===== src/rtl/hazard_pkg.sv =====
// Shared types for the hazard controller: forwarding selects, FSM state
// encoding and the per-stage shadow record of the E/M/W pipeline slots.
package hazard_pkg;

  localparam int HZ_ADDR_W = 4;

  typedef enum logic [1:0] {
    FWD_RF = 2'b00,
    FWD_W  = 2'b01,
    FWD_M  = 2'b10
  } fwd_sel_t;

  typedef logic [0:0] hz_state_t;
  localparam hz_state_t RUN      = 1'b0;
  localparam hz_state_t PC_DRAIN = 1'b1;

  typedef struct packed {
    logic                 valid;
    logic [HZ_ADDR_W-1:0] wa;
    logic                 reg_write;
    logic                 mem_to_reg;
    logic                 pc_src;
    logic [HZ_ADDR_W-1:0] ra1;
    logic [HZ_ADDR_W-1:0] ra2;
  } stage_info_t;

endpackage


===== src/rtl/hazard_fwd_cmp.sv =====
// Per-operand forwarding compare: picks the youngest in-flight writer of the
// execute-stage source register, never forwarding the PC register.
module hazard_fwd_cmp
  import hazard_pkg::*;
#(
  parameter logic [HZ_ADDR_W-1:0] PC_REG = 4'd15
) (
  input  logic [HZ_ADDR_W-1:0] ra,
  input  stage_info_t          m_stage,
  input  stage_info_t          w_stage,
  output fwd_sel_t             sel
);

  always_comb begin
    sel = FWD_RF;
    if (ra != PC_REG) begin
      if (m_stage.valid && m_stage.reg_write && (m_stage.wa == ra)) begin
        sel = FWD_M;
      end else if (w_stage.valid && w_stage.reg_write && (w_stage.wa == ra)) begin
        sel = FWD_W;
      end
    end
  end

endmodule


===== src/rtl/hazard_unit.sv =====
// Pipeline hazard controller: shadow E/M/W destination tracking, operand
// forwarding selects, load-use stall, PC-write drain FSM and a stall counter.
module hazard_unit
  import hazard_pkg::*;
#(
  parameter int ADDR_W = HZ_ADDR_W,
  parameter int PC_REG = 15,
  parameter int CNT_W  = 16
) (
  input  logic              clk,
  input  logic              reset,
  input  logic [ADDR_W-1:0] RA1D,
  input  logic [ADDR_W-1:0] RA2D,
  input  logic [ADDR_W-1:0] WriteAddrD,
  input  logic              RegWriteD,
  input  logic              MemtoRegD,
  input  logic              PCSrcD,
  input  logic              BranchTakenE,
  output logic [1:0]        forwardAE,
  output logic [1:0]        forwardBE,
  output logic              StallF,
  output logic              StallD,
  output logic              FlushD,
  output logic              FlushE,
  output logic [CNT_W-1:0]  StallCount
);

  localparam logic [ADDR_W-1:0] PC_IDX    = ADDR_W'(PC_REG);
  localparam logic [1:0]        DRAIN_LEN = 2'd3;

  stage_info_t e_reg, m_reg, w_reg;
  stage_info_t d_info, e_next;
  hz_state_t   state_reg, state_next;
  logic [1:0]  drain_cnt_reg, drain_cnt_next;
  logic        flushd_reg;
  logic        active_reg;
  logic [CNT_W-1:0] stall_cnt_reg;

  logic d_valid, load_use, stall_lu, drain, branch, accept;
  logic stall_f, stall_d, flush_d, flush_e;

  logic [ADDR_W-1:0] ra_e [2];
  fwd_sel_t          fwd_sel [2];

  // The decode slot holds a real instruction only once out of reset, outside
  // a PC drain, and when the decode register was not cleared last cycle.
  assign d_valid = active_reg && (state_reg == RUN) && !flushd_reg;

  assign load_use = d_valid && e_reg.valid && e_reg.mem_to_reg &&
                    (((e_reg.wa == RA1D) && (RA1D != PC_IDX)) ||
                     ((e_reg.wa == RA2D) && (RA2D != PC_IDX)));

  assign branch   = active_reg && BranchTakenE;
  assign stall_lu = load_use && !BranchTakenE;
  assign drain    = active_reg && (state_reg == PC_DRAIN);
  assign accept   = d_valid && PCSrcD && !stall_lu && !BranchTakenE;

  assign stall_f = stall_lu || drain;
  assign stall_d = stall_lu;
  assign flush_d = branch || drain;
  assign flush_e = stall_lu || branch;

  always_comb begin
    d_info = '{valid:      d_valid,
               wa:         WriteAddrD,
               reg_write:  RegWriteD,
               mem_to_reg: MemtoRegD,
               pc_src:     PCSrcD,
               ra1:        RA1D,
               ra2:        RA2D};
    e_next = d_info;
    if (flush_e || !d_valid) begin
      e_next = '0;
    end
  end

  always_ff @(posedge clk or negedge reset) begin
    if (!reset) begin
      e_reg      <= '0;
      m_reg      <= '0;
      w_reg      <= '0;
      flushd_reg <= 1'b0;
      active_reg <= 1'b0;
    end else begin
      e_reg      <= e_next;
      m_reg      <= e_reg;
      w_reg      <= m_reg;
      flushd_reg <= flush_d;
      active_reg <= 1'b1;
    end
  end

  always_comb begin
    state_next     = state_reg;
    drain_cnt_next = drain_cnt_reg;
    case (state_reg)
      RUN: begin
        if (accept) begin
          state_next     = PC_DRAIN;
          drain_cnt_next = DRAIN_LEN;
        end
      end
      PC_DRAIN: begin
        if (branch) begin
          state_next = RUN;
        end else if ((drain_cnt_reg == 2'd1) && w_reg.valid && w_reg.pc_src) begin
          state_next = RUN;
        end else if (drain_cnt_reg != 2'd1) begin
          drain_cnt_next = drain_cnt_reg - 2'd1;
        end
      end
      default: state_next = RUN;
    endcase
  end

  always_ff @(posedge clk or negedge reset) begin
    if (!reset) begin
      state_reg     <= RUN;
      drain_cnt_reg <= 2'd0;
    end else begin
      state_reg     <= state_next;
      drain_cnt_reg <= drain_cnt_next;
    end
  end

  always_ff @(posedge clk or negedge reset) begin
    if (!reset) begin
      stall_cnt_reg <= '0;
    end else if (stall_f && (stall_cnt_reg != {CNT_W{1'b1}})) begin
      stall_cnt_reg <= stall_cnt_reg + CNT_W'(1);
    end
  end

  assign ra_e[0] = e_reg.ra1;
  assign ra_e[1] = e_reg.ra2;

  for (genvar gi = 0; gi < 2; gi++) begin : g_fwd
    hazard_fwd_cmp #(
      .PC_REG(PC_IDX)
    ) u_cmp (
      .ra     (ra_e[gi]),
      .m_stage(m_reg),
      .w_stage(w_reg),
      .sel    (fwd_sel[gi])
    );
  end

  assign forwardAE  = active_reg ? fwd_sel[0] : FWD_RF;
  assign forwardBE  = active_reg ? fwd_sel[1] : FWD_RF;
  assign StallF     = stall_f;
  assign StallD     = stall_d;
  assign FlushD     = flush_d;
  assign FlushE     = flush_e;
  assign StallCount = stall_cnt_reg;

endmodule


===== config.mk =====
export PLATFORM = sky130hd
export DESIGN_NAME = hazard_unit
export DESIGN_NICKNAME = d
export VERILOG_FILES = /design/src/rtl/hazard_pkg.sv /design/src/rtl/hazard_fwd_cmp.sv /design/src/rtl/hazard_unit.sv
export SDC_FILE = /design/constraint.sdc
export NUM_CORES = 1
export LEC_CHECK = 0
export ABC_AREA = 0
export BUFFER_PORTS_ARGS = -buffer_cell sky130_fd_sc_hd__buf_2
export CAP_MARGIN = 10
export CORE_ASPECT_RATIO = 2
export CORE_MARGIN = 2
export CORE_UTILIZATION = 50
export DETAILED_ROUTE_END_ITERATION = 6
export GPL_TIMING_DRIVEN = 1
export PLACE_DENSITY = 0.83
export SYNTH_ARGS = -nofsm -noshare
export SYNTH_HDL_FRONTEND = slang
export SYNTH_SLANG_ARGS = --single-unit

===== constraint.sdc =====
create_clock -name clk -period 6.15 [get_ports clk]
set_input_delay 0.3075 -clock clk [delete_from_list [all_inputs] [get_ports clk]]
set_output_delay 0.3075 -clock clk [all_outputs]
set_load 0.005 [all_outputs]

==> results of run 1 <==
## through the flow
step / hold WS, ns / setup WS [ns]
2_1_floorplan: 0.01191 / 3.990
5_1_grt: 0.1675 / 3.480
6_report: 0.09144 / 3.670
3_5_place_dp: 0.3428 / 3.664
3_3_place_gp: 0.3352 / 3.765
4_1_cts: 0.1176 / 3.672
## power breakdown
| part | total [mW] | internal [mW] | switching, mW |
|---|---|---|---|
| Sequential | 0.403 | 0.368 | 0.0344 |
| Clock | 0.235 | 0.132 | 0.103 |
| Combinational | 0.123 | 0.0608 | 0.0625 |
## worst min path at each step
stage,from,endpoint,depth (start not counted)
after CTS,reset,e_reg[10],2
after global routing,reset,e_reg[1],2
after floorplan,reset,StallCount[0],0
after global placement,e_reg[8],m_reg[8],0
after detailed placement,e_reg[8],m_reg[8],0
final,reset,e_reg[14],2
## metal layers
layer	share of wire, %	up-vias	global-route usage (%)	routed length (microns)
met5	0	-	0	0
met2	60	38	37.88	2777
met3	3.3	10	2.853	154
li1	-	790	-	-
met1	33	795	19.96	1543
met4	3.7	0	11.94	172
## layout make-up
type	count	share of cell area [%]
timing repair buffer	43	8.197
clock inverter	2	1.304
inverter	8	1.118
tap	54	2.515
sequential	51	47.51
multi-input combinational	139	36.28
clock buffer	6	3.074
## layout by cell type, fill, tap and decap left out, types with 3 or more instances in the layout
cell type and n:
xnor2_1 18, inv_1 7, nand4_1 6, nor4_2 4
xor2_1 12, nand3_1 14, and3_1 4, buf_2 41
clkbuf_8 6, dfrtp_1 51, nor4_1 4, nor2_1 6
mux2_1 4, nand2_1 16, and2_1 15, nor4b_1 3
nor3_1 4
## kinds of logic after synthesis
kind of cell             synth area share (%)
flip-flops                              55.71
other                                  0.1637
AND/OR/NAND/NOR                         22.83
AO/OA/AOI/OAI                           4.806
XOR/XNOR                                11.47
adder cells (fa/ha/maj)                 1.092
buffers and inverters                   1.966
multiplexers                            1.966
==> results.yml, run 1 <==
floorplan:
  ioPinCount: 42
  row_count: 34
  dieArea_sq_um: 5172
  dieWidth_microns: 51.87
  initial_core_util_pct: 52.28
  die_h_microns: 99.73
  coreArea_sq_um: 4382
cts:
  cts_tree: "done"
  clk_path_buf_depth: 2
  clockRootBuffer: "clkbuf_8"
  clk_pin_slew_ns: 0.08
  hold_buffers: 0
  cts.sinks: 51
  clk_latency_ns: 0.30
  htreeDepth: 2
  cts_buffers: 5
  cts_resized: 0
  post_cts.repair.setup_buffers: 0
synthesis:
  yosysTopAreaCell: "dfrtp_1"
  synth_cell_types: 40
  synth_seq_cells: 51
  synthTopCellsByArea: "dfrtp_1 (56%), xnor2_1 (6.9%), xor2_1 (4.6%), and2_1 (4.1%), nand3_1 (3.1%)"
  synthArstFlopShare_pct: 100.0
  synthFlopType: "dfrtp_1"
  synth.cell_area_sq_um: 2291
  synth_top_area_share_pct: 55.71
  syn_avg_cell_area_sq_um: 11.45
  post-synth-top-count-cell: "dfrtp_1"
  yosysWarnings: 0
  synth_edf_count: 0
  yosys-top-cells-count: "dfrtp_1 (51), xnor2_1 (18), nand2_1 (16)"
  synthCells: 200
  synth_seq_area_share_pct: 55.71
  synth_fp_nets: 220
drt:
  route.vias.total: 1633
  vias_per_cell: 5.389
  ant_nets: 0
  wl_per_cell_microns: 15.34
  drt-pass1-iter-count: 4
  dr.first_iter.drc_count: 34
  drt_wl_total_microns: 4647
  drc: 0
finish:
  area_growth_pct: 17.26
  nets: 268
  design_area_sq_um: 2686
  seq_area_sq_um: 1276
  drive_gt1_share_pct: 24.10
  stdcell_count: 303
  final_util_pct: 61.31
  multi_input_area_sq_um: 974.7
  num_antenna_cells: 0
  final.fill_count: 366
hold_path:
  hold_path_class: "input port to async pin"
worst_setup_path:
  worst-path-buf-inv: 2
  r2r_end: "StallCount[4]"
  cp-start-kind: "register"
  rrSetupSlack_ns: 3.67
  slowest_delay_ns: 0.83
  rr_worst_depth: 7
  setup.worst_path.start: "active_reg"
  cp_num_cells: 6
  path_delay_family: "simple AND/OR/NAND/NOR gates"
  arrival_ns: 2.17
  cp_slowest_cell: "nor3b_2"
  cp-end-kind: "primary output"
  crit_required_ns: 5.84
  r2r-start: "StallCount[0]"
  path_max_fanout: 16
  path_cells: "nor4b_2 -> nand3_1 -> nor4_2 -> nor3b_2 -> inv_2 -> buf_2"
  criticalPathCategory: "register to primary output"
  crit_path_end: "StallF"
sta:
  finalSetupViolCount: 0
  period_minus_slack_ns: 2.480
  period_share_pct: 40.32
  fin_worst_skew_ns: 0.01086
  rsz0062_at_grt: "false"
  finalSetupTns_ns: 0
  tightestPinTransition_ns: 0.9989
  max_freq_mhz: 403.3
  finalMaxSlewViolations: 0
  relSlewSlack_pct: 33.11
  hold_violations: 0
pwr:
  p_leak_nw: 1.245
  power_density_nw_per_um2: 283.3
  p_total_uw: 760.9
  ir_worst_vdd_v: 0.0002423
global_routing:
  grt_pass1_wl_microns: 7617
  grt_max_degree: 52
  grt_antenna_before_repair: 0
  grt-ovfl-total: 0
  grt_pass1_vias: 1668
  grtUsageTotal_pct: 20.34
place:
  placed_cell_area_sq_um: 2569
  io_buffers: 41
  place_inst: 295
  dp_hpwl_microns: 3551
  routabilityCongestion: 0.8206
run:
  maxCapViolations: 0
outcome:
  outcome: "complete, no violations"
No activity file was read; power rests on OpenSTA's default activity.
==> inputs of run 2 (changes only) <==
==> constraint.sdc (replaced) <==
create_clock -name clk -period 2.6 [get_ports clk]
set_input_delay 0.13 -clock clk [delete_from_list [all_inputs] [get_ports clk]]
set_output_delay 0.13 -clock clk [all_outputs]
set_load 0.005 [all_outputs]
==> results.yml, run 2 (same netlist as run 1, synthesis figures left out) <==
pwr:
  p_leak_nw: 1.263
  power_density_nw_per_um2: 664.8
  ir_worst_vdd_v: 0.0005484
finish:
  drive_gt1_share_pct: 24.90
  mostFrequentLayoutCells: "dfrtp_1 (51), buf_2 (41), xnor2_1 (18)"
  num_antenna_cells: 0
  seq_area_sq_um: 1276
  multi_input_area_sq_um: 974.7
  layout_commonest_cell: "dfrtp_1"
  final.fill_count: 355
  nets: 272
  area_growth_pct: 18.68
floorplan:
  coreArea_sq_um: 4382
  ioPinCount: 42
  dieWidth_microns: 51.87
  dieArea_sq_um: 5172
  initial_core_util_pct: 52.28
  row_count: 34
  die_h_microns: 99.73
cts:
  clk_pin_slew_ns: 0.08
  cts_resized: 0
  cts.sinks: 51
  cts_buffers: 5
  hold_buffers: 1
  post_cts.repair.setup_buffers: 0
  clk_path_buf_depth: 2
  htreeDepth: 2
  clockRootBuffer: "clkbuf_8"
  cts_tree: "done"
  clk_latency_ns: 0.30
sta:
  finalSetupTns_ns: 0
  finalSetupViolCount: 0
  period_share_pct: 89.49
  hold_violations: 0
  rsz0062_at_grt: "false"
  finalMaxSlewViolations: 0
  fin_worst_skew_ns: 0.006524
  period_minus_slack_ns: 2.327
  holdWs_ns: 0.03625
  max_freq_mhz: 429.8
global_routing:
  grtUsageTotal_pct: 21.71
  grt_max_degree: 34
  grt_pass1_vias: 1782
  grt_antenna_before_repair: 0
  grt_pass1_wl_microns: 8197
  grt-ovfl-total: 0
drt:
  drc: 0
  vias_per_cell: 5.466
  dr.first_iter.drc_count: 31
  drt-pass1-iter-count: 4
  ant_nets: 0
  route.vias.total: 1678
  drt_wl_total_microns: 4857
  wl_per_cell_microns: 15.82
worst_setup_path:
  rrSetupSlack_ns: 0.27
  path_max_fanout: 14
  cp-start-kind: "register"
  cp-end-kind: "register"
  arrival_ns: 2.55
  criticalPathCategory: "register to register"
  crit_required_ns: 2.83
place:
  io_buffers: 41
  dp_hpwl_microns: 3802
  routabilityCongestion: 0.8161
run:
  maxCapViolations: 0
outcome:
  outcome: "complete, no violations"
hold_path:
  hold_path_class: "input port to register"
[run 2: final timing paths]
path	start	endpoint	depth (start not counted)
max in group asynchronous	reset	state_reg	3
worst max register to register	state_reg	StallCount[8]	7
worst max-delay path	state_reg	StallCount[8]	7
worst min-delay path	WriteAddrD[1]	e_reg[12]	2
worst min register to register	e_reg[8]	m_reg[8]	0
min in group asynchronous	reset	StallCount[9]	2
[run 2: layout make-up]
cell class                      instances  area share, %
Sequential cell                        51          46.94
Clock inverter                          2          1.289
Tap cell                               54          2.485
Inverter                                8          1.104
Timing Repair Buffer                   47          9.296
Clock buffer                            6          3.037
Multi-Input combinational cell        139          35.85
[run 2: power breakdown]
| group | internal, mW | switching (mW) | total, mW |
|---|---|---|---|
| Sequential | 0.871 | 0.0896 | 0.961 |
| Combinational | 0.146 | 0.147 | 0.292 |
| Clock | 0.311 | 0.243 | 0.554 |
| Total | 1.33 | 0.479 | 1.81 |
[run 2: per-layer routing]
layer	up-vias	track usage [%]	share of wire [%]
li1	801	-	-
met1	835	20.94	34
met2	31	41.77	60
met3	11	2.853	2.5
met4	0	10.93	3.2
met5	-	0	0
[run 2: per-stage QoR]
step           cell area [sq um]  power, mW  instances  util [%]  setup slack, ns
2_1_floorplan               2291      1.131        200         -           0.4401
3_3_place_gp                2591      1.252        298     59.14           0.3770
3_5_place_dp                2591      1.269        298     59.14           0.3020
4_1_cts                     2719      1.818        307     62.05           0.2808
5_1_grt                     2719      1.908        307     62.05          0.06333
6_report                    2719      1.808        307     62.05           0.2734
[run 2: critical path, stage by stage (launching register included)]
cell and delay (ns):
dfrtp_1 0.45, nor4b_2 0.32, nand3_1 0.16, nor4_2 0.43, nor3b_2 0.13, buf_4 0.21
nor4b_1 0.39, xor2_1 0.17
==> inputs of run 3 (changes only) <==
--- a/config.mk
+++ b/config.mk
@@ -10,10 +10,12 @@
 export CAP_MARGIN = 10
 export CORE_ASPECT_RATIO = 2
 export CORE_MARGIN = 2
-export CORE_UTILIZATION = 50
+export CORE_UTILIZATION = 29
 export DETAILED_ROUTE_END_ITERATION = 6
 export GPL_TIMING_DRIVEN = 1
-export PLACE_DENSITY = 0.83
+export PLACE_DENSITY = 0.56
+export SLEW_MARGIN = 20
 export SYNTH_ARGS = -nofsm -noshare
 export SYNTH_HDL_FRONTEND = slang
+export SYNTH_HIERARCHICAL = 1
 export SYNTH_SLANG_ARGS = --single-unit
==> results.yml, run 3 <==
drt:
  wl_per_cell_microns: 14.87
  vias_per_cell: 5.029
  met2WireLength_microns: 3268
  drt-pass1-iter-count: 4
  drc: 0
  wl_met1_microns: 1995
  top_layer_used: "met4"
  drt_wl_total_microns: 5621
  dr.first_iter.drc_count: 44
  ant_nets: 0
  route.vias.total: 1901
  dr_wl_met3_microns: 155
sta:
  period_share_pct: 89.74
  fin_worst_skew_ns: 0.002196
  finalSetupTns_ns: 0
  relSlewSlack_pct: 49.33
  hold_violations: 0
  period_minus_slack_ns: 2.333
  finalMaxSlewViolations: 0
  rsz0062_at_grt: "false"
  max_freq_mhz: 428.6
  tightestPinTransition_ns: 0.7601
  finalSetupViolCount: 0
finish:
  mostFrequentLayoutCells: "dfrtp_1 (51), buf_2 (41), xor2_1 (26)"
  multi_input_area_sq_um: 1187
  layout_commonest_cell: "dfrtp_1"
  drive_gt1_share_pct: 29.86
  seq_area_sq_um: 1276
  final.fill_count: 876
  num_antenna_cells: 0
  final_util_pct: 35.52
  area_growth_pct: 20.45
  design_area_sq_um: 3029
  nets: 297
  stdcell_count: 378
pwr:
  ir_worst_vdd_v: 0.0005819
  power_density_nw_per_um2: 726.7
  p_leak_nw: 1.485
place:
  dp_hpwl_microns: 4351
  routabilityCongestion: 0.8984
  placed_cell_area_sq_um: 2865
  place_inst: 369
  io_buffers: 41
worst_setup_path:
  cp-end-kind: "register"
  crit_path_end: "StallCount[15]"
  arrival_ns: 2.51
  r2r_end: "StallCount[15]"
  crit_required_ns: 2.78
  r2r-start: "state_reg"
  rr_worst_depth: 5
  criticalPathCategory: "register to register"
  setup.worst_path.start: "state_reg"
  rrSetupSlack_ns: 0.27
  cp-start-kind: "register"
  path_max_fanout: 16
synthesis:
  yosysWarnings: 6
  synth_fp_nets: 248
  syn_avg_cell_area_sq_um: 11.03
  synthCells: 228
  synth.cell_area_sq_um: 2515
floorplan:
  dieArea_sq_um: 9478
  ioPinCount: 42
  die_h_microns: 135.7
  dieWidth_microns: 69.85
  coreArea_sq_um: 8528
  row_count: 48
  initial_core_util_pct: 29.49
global_routing:
  grtUsageTotal_pct: 12.85
  grt_pass1_wl_microns: 9473
  grt_antenna_before_repair: 0
  grt_pass1_vias: 1973
  grt-ovfl-total: 0
  grt_max_degree: 52
cts:
  htreeDepth: 2
  cts_tree: "done"
  cts.sinks: 51
  clk_latency_ns: 0.29
  clk_pin_slew_ns: 0.07
  cts_buffers: 5
  clk_path_buf_depth: 2
  clockRootBuffer: "clkbuf_16"
run:
  maxCapViolations: 0
outcome:
  outcome: "complete, no violations"
hold_path:
  hold_path_class: "input port to register"
## run 3: what timing repair did
item	CTS	global route
setup buffers	0	0
hold buffers	1	0
resized for setup	0	0
hold endpoints to repair	51	0
## run 3: layer usage
| metal | up-vias | global-route usage (%) |
|---|---|---|
| met5 | - | 0 |
| met3 | 14 | 2.307 |
| met1 | 939 | 12.23 |
| li1 | 914 | - |
| met2 | 34 | 24.92 |
| met4 | 0 | 7.479 |
## run 3: layout make-up
cell class	instances	area share [%]
Multi-Input combinational cell	166	39.20
Inverter	3	0.3717
Clock inverter	3	0.9500
Clock buffer	5	4.131
Sequential cell	51	42.13
Tap cell	100	4.131
Timing Repair Buffer	50	9.087
## run 3: how the worst min path moves through the flow
stage | startpoint | to | slack [ns] | depth (start not counted)
floorplan | reset | StallCount[0] | -0.17 | 0
global placement | reset | e_reg[13] | 0.28 | 2
detailed placement | reset | e_reg[13] | 0.29 | 2
CTS | WriteAddrD[3] | e_reg[14] | 0.06 | 2
global route | WriteAddrD[1] | e_reg[12] | 0.07 | 2
finish | WriteAddrD[3] | e_reg[14] | 0.06 | 2
## run 3: power by group
part / internal [mW] / switching [mW] / leakage (nW)
registers: 0.916 / 0.149 / 0.655
clock network: 0.367 / 0.305 / 0.0759
logic: 0.233 / 0.231 / 0.754
## run 3: critical path, stage by stage (launching register included)
cell and delay [ns]:
dfrtp_1 0.38, or4b_4 0.55, and4bb_1 0.28, a22oi_2 0.24, a2111oi_2 0.39, mux2_2 0.37
## run 3: through the flow
step           worst slack (ns)  hold slack, ns  total power, mW
2_1_floorplan            0.3642         -0.1656            1.334
3_3_place_gp             0.3258          0.2829            1.541
3_5_place_dp             0.2664          0.2878            1.549
4_1_cts                  0.2545         0.05657            2.235
5_1_grt                  0.1278         0.07363            2.354
6_report                 0.2667         0.06346            2.201
